$ cat src/rtl/rr_gather32.sv
// rr_gather32: 32-to-1 round-robin gather stage.
//
// Collects words from up to N valid/ready source channels and forwards one per cycle to a single
// registered output. out_sel reports the source channel index using the same encoding as the
// matching 1:32 demux select. Arbitration is round-robin fair. force_en restricts eligibility to
// channel force_sel for directed routing.
//
// Ports
//   clk        rising-edge clock
//   rst_n      asynchronous active-low reset
//   in_data    packed channel data, channel i = in_data[i*DW +: DW]
//   in_valid   per-channel valid
//   in_ready   per-channel ready, one-hot or zero
//   force_en   1 = only channel force_sel is eligible
//   force_sel  forced channel index
//   out_data   registered output word
//   out_sel    registered source index of out_data
//   out_valid  output register holds a word
//   out_ready  downstream accepts
//   xfer_cnt   (GATHER_STATS_EN) input transfer count, wraps
//   stall_cnt  (GATHER_STATS_EN) cycles held FULL with out_ready low, saturates
//
// Build option: define GATHER_STATS_EN to add the xfer_cnt / stall_cnt counters and ports.

module rr_gather32 #(
   parameter int unsigned DW = 32,
   parameter int unsigned N  = 32,
   parameter int unsigned SW = 5
) (
   input  logic            clk,
   input  logic            rst_n,
   input  logic [N*DW-1:0] in_data,
   input  logic [N-1:0]    in_valid,
   output logic [N-1:0]    in_ready,
   input  logic            force_en,
   input  logic [SW-1:0]   force_sel,
   output logic [DW-1:0]   out_data,
   output logic [SW-1:0]   out_sel,
   output logic            out_valid,
   input  logic            out_ready
`ifdef GATHER_STATS_EN
   ,
   output logic [31:0]     xfer_cnt,
   output logic [15:0]     stall_cnt
`endif
);

   typedef enum logic {StEmpty, StFull} state_e;

   localparam logic [N-1:0] One = {{(N-1){1'b0}}, 1'b1};

   state_e        state_q;
   logic [SW-1:0] rr_ptr_q;
   logic [N-1:0]  eligible;
   logic [N-1:0]  rotated;
   logic [2*N-1:0] doubled;
   logic [SW-1:0] offset;
   logic [SW-1:0] grant;
   logic          any_elig;
   logic          load;
   logic          in_xfer;

   // Rotate eligibility so rr_ptr sits at bit 0; the lowest set bit of the rotated vector is the
   // first eligible channel at or after rr_ptr. Adding rr_ptr back wraps naturally at SW bits.
   always_comb begin
      eligible = in_valid;
      if (force_en) begin
         eligible = in_valid & (One << force_sel);
      end
      doubled  = {eligible, eligible} >> rr_ptr_q;
      rotated  = doubled[N-1:0];
      any_elig = |eligible;
      offset   = '0;
      for (int i = N - 1; i >= 0; i--) begin
         if (rotated[i]) begin
            offset = SW'(i);
         end
      end
      grant = offset + rr_ptr_q;
   end

   assign load      = (state_q == StEmpty) | out_ready;
   assign in_xfer   = load & any_elig;
   assign out_valid = (state_q == StFull);

   // rst_n gates in_ready so it drops immediately on reset assertion, not at the next edge.
   assign in_ready  = (rst_n && in_xfer) ? (One << grant) : '0;

   always_ff @(posedge clk or negedge rst_n) begin
      if (!rst_n) begin
         state_q  <= StEmpty;
         out_data <= '0;
         out_sel  <= '0;
         rr_ptr_q <= '0;
      end else if (load) begin
         if (any_elig) begin
            state_q  <= StFull;
            out_data <= in_data[grant*DW +: DW];
            out_sel  <= grant;
            // Forced grants must not disturb the fairness order.
            if (!force_en) begin
               rr_ptr_q <= grant + 1'b1;
            end
         end else begin
            // Drain: data/sel keep their last value.
            state_q <= StEmpty;
         end
      end
   end

`ifdef GATHER_STATS_EN
   always_ff @(posedge clk or negedge rst_n) begin
      if (!rst_n) begin
         xfer_cnt  <= '0;
         stall_cnt <= '0;
      end else begin
         if (in_xfer) begin
            xfer_cnt <= xfer_cnt + 32'd1;
         end
         if ((state_q == StFull) && !out_ready && (stall_cnt != 16'hFFFF)) begin
            stall_cnt <= stall_cnt + 16'd1;
         end
      end
   end
`endif

endmodule

$ cat config.mk
export PLATFORM = sky130hd
export DESIGN_NAME = rr_gather32
export DESIGN_NICKNAME = d
export VERILOG_FILES = /design/src/rtl/rr_gather32.sv
export SDC_FILE = /design/constraint.sdc
export NUM_CORES = 1
export LEC_CHECK = 0
export CORE_AREA = 10 10 436 438
export DETAILED_ROUTE_END_ITERATION = 8
export DIE_AREA = 0 0 446 448
export GPL_TIMING_DRIVEN = 0
export PLACE_DENSITY = 0.31
export SYNTH_ARGS = -nofsm -noshare
export SYNTH_HDL_FRONTEND = slang
export SYNTH_SLANG_ARGS = --single-unit
$ cat constraint.sdc
create_clock -name clk -period 15.85 [get_ports clk]
set_input_delay 3.17 -clock clk [delete_from_list [all_inputs] [get_ports clk]]
set_output_delay 3.17 -clock clk [all_outputs]
set_load 0.005 [all_outputs]
==> impl_results.md <==
* Synth Area in Simple Gates at 0.196
* Routed len/inst at 36.8 um
* Post-Syn Nets at 2515
* Vias/cell at 4.10
* Final Skew at 0.0209 ns
* Synth area leader: mux4_2
* Gr ovfl total at 0
* ANT nets after route at 0
* Synth cell types at 89
* Worst setup margin at 0.528 ns
* Final count of hold timing violations at 0
* Fmax at 0.0653 GHz
* Global-route wire length before repair at 231000 um
* Commonest non-fill, non-tap cells in the layout: clkdlybuf4s50_1, mux4_2, clkbuf_1, nand3_1, nor2_1
* Compound-Gate Fraction of Synth Area at 0.120
* Relative slew slack at 0.116
* Total CTS buffers at 5
* Slew at the pin with the worst max-slew slack at 1.33 ns
* Largest family of logic cells by synthesized area: multiplexers
* Kind of end point of the critical path: primary output
* Crit Path Class: input pin to primary output
* Final Cycle Share at 0.967
* Residual DRC at 0
* Fillcell total at 20329
* Clk_lat worst skew at 0.33 ns
* Starting Density at 0.0834
* Starting DRT DRC Count at 1914
* Clk sinks at 43
* Outcome: completed
* Asr flop ratio synth at 1.00
* Setup violators final at 0
* CTS tree: yes
* Max Buffers Root-to-Sink at 2
* Slew Viols, Final at 0
* Largest net degree at the start of global routing at 50
* Post-DP HPWL at 166000 um
* Syn Area/Cell at 10.5 um2
* Leading cell type in the layout, fill and taps excluded: clkdlybuf4s50_1
* Vias in the first global route at 21219
* Top FF cell, synth: dfrtp_1
* MaxCap Viol Count at 0
* Post-CTS Hold Fix Bufs at 0
* Worst Hold Class: flop to flop
* DRT Pass-1 Iters at 5
* Final TNS setup at 0 ns
* I/O Pins at 1135
* RD Place Congestion at 0.913
* CP max FO at 28
* Die Wd at 446 um
* Aggregate global-route resource usage at 0.173
* Synth Area in XOR/XNOR at 0.00562
* Port Buffer Count at 1134
* Final-stage net count at 3655
* Root buffer cell: clkbuf_16
* Critical path arrival at 12.15 ns
* Adder-Cell Fraction of Synth Area at 0.00545
* Number of synthesized register bits at 43
* Min cycle time layout at 15.32 ns
* Seq/Total Area, Yosys at 0.0710
* EDFF count, synth at 0
* H-tree Lvls at 2
* WP data required at 12.68 ns
* Via count at 20474
* Syn Inst Count at 1444
* Yosys warns at 0
* Clk pin slew, worst setup/hold paths at 0.08 ns
* Area grow syn2layout at 97.0%
* Core area at 182000 um2
* Initial antenna violation count at 95
* Top cell type's share of synthesized area at 0.492
* Synth Cell Area at 15100 um2
* CP Launch Type: input pin
* WL final at 184000 um
* Die area at 200000 um2
* Area contributors post-synth: mux4_2, dfrtp_1, clkbuf_1, nand4_1, nand3_1
* Mux contribution to synthesized area at 0.548
* RSZ-0062 raised after global routing: false
* Die Y at 448 um
* Layout cells sized above 1 at 0.174
* Pre-CTS setup slack at -2.26 ns
* Std cell rows at 157
[state kept, by name, summed over array words and instances, names as in the netlist]
name and count:
out_data 32, out_sel 5, out_valid 1, rr_ptr_q 5
[synthesized netlist by cell type, types with 13 or more instances]
library cell,number
mux2i_1,38
nor2_1,86
mux2_1,13
o22ai_1,30
nor4_1,13
nand2b_1,15
nand4_1,75
mux4_2,331
nand4b_1,41
buf_1,24
o21ai_0,40
mux2_2,27
nor3_1,47
dfrtp_1,43
nand2_1,81
inv_1,15
a21oi_1,27
clkbuf_1,127
buf_2,17
nand3_1,89
[per-stage QoR]
step | area, um2 | hold WS, ns | utilization | std cells
after floorplan | 15100 | 0.470 | - | 1444
after global placement | 29500 | 0.468 | 0.162 | 4963
after detailed placement | 29500 | 0.470 | 0.162 | 4963
after CTS | 29800 | 0.492 | 0.164 | 4971
after global routing | 29800 | 0.513 | 0.164 | 4974
final | 29800 | 0.485 | 0.164 | 4988
[final cells by class]
cell class	instances	area [um2]	share of cell area
clock inverters	3	71.3	0.00239
diodes	18	45.0	0.00151
inverters	20	75.1	0.00252
repair buffers	1138	11400	0.382
plain buffers	173	747	0.0250
multi-input cells	1203	13300	0.446
flip-flops and latches	43	1080	0.0361
well taps	2385	2980	0.100
clock buffers	5	125	0.00419
[layer usage]
layer / GRT usage / wire length [um] / up-vias
met5: 0 / 393 / -
met4: 0.0115 / 1600 / 58
met3: 0.0512 / 15200 / 151
met2: 0.311 / 93300 / 1070
met1: 0.213 / 73200 / 10683
li1: - / - / 8512
[kinds of logic after synthesis]
kind of cell	count (synthesis)
and+or+nand+nor	531
muxes	410
AOI/OAI and AO/OA	248
buffers and inverters	198
DFF	43
xor gates and xnor gates	8
adders and majority gates	6
[final timing paths]
path                            depth (start not counted)                        to  slack, ns                startpoint
worst min register to register                          2  out_data[18]$_DFFE_PN0P_       0.49  out_data[18]$_DFFE_PN0P_
min in group asynchronous                               1     out_valid$_DFFE_PN0P_       2.87                     rst_n
max in group asynchronous                               1   out_data[0]$_DFFE_PN0P_      12.34                     rst_n
worst max register to register                         24  out_data[21]$_DFFE_PN0P_       5.63   rr_ptr_q[1]$_DFFE_PN0P_
worst max-delay path                                   20               in_ready[3]       0.53              force_sel[2]
worst min-delay path                                    2  out_data[18]$_DFFE_PN0P_       0.49  out_data[18]$_DFFE_PN0P_
[worst max-delay path, cell delays in order]
cell             delay, ns
clkdlybuf4s50_1       0.59
buf_2                 0.30
nand2b_1              0.28
o2bb2ai_1             0.20
o21ai_0               0.93
o21ai_0               0.25
or2_0                 0.32
mux4_2                0.54
nor3b_1               0.52
o2111ai_1             0.21
o311ai_0              0.41
a21o_1                0.18
nand2_1               0.05
ha_1                  0.30
clkbuf_1              0.75
clkbuf_4              0.85
nor2b_1               0.44
nand2_1               0.34
nor4_2                0.69
clkdlybuf4s50_1       0.77
[what timing repair did]
item                                   4_1_cts  5_1_grt
buffers inserted                             3        0
resized for setup                           16        1
setup endpoints to repair                   32       15
endpoints found under the hold margin        0        0
pin swaps                                    2        0
gates cloned                                 0        0
Power is not shown: default switching activity piles up to over one toggle a cycle in this logic, so the estimate is an artifact.
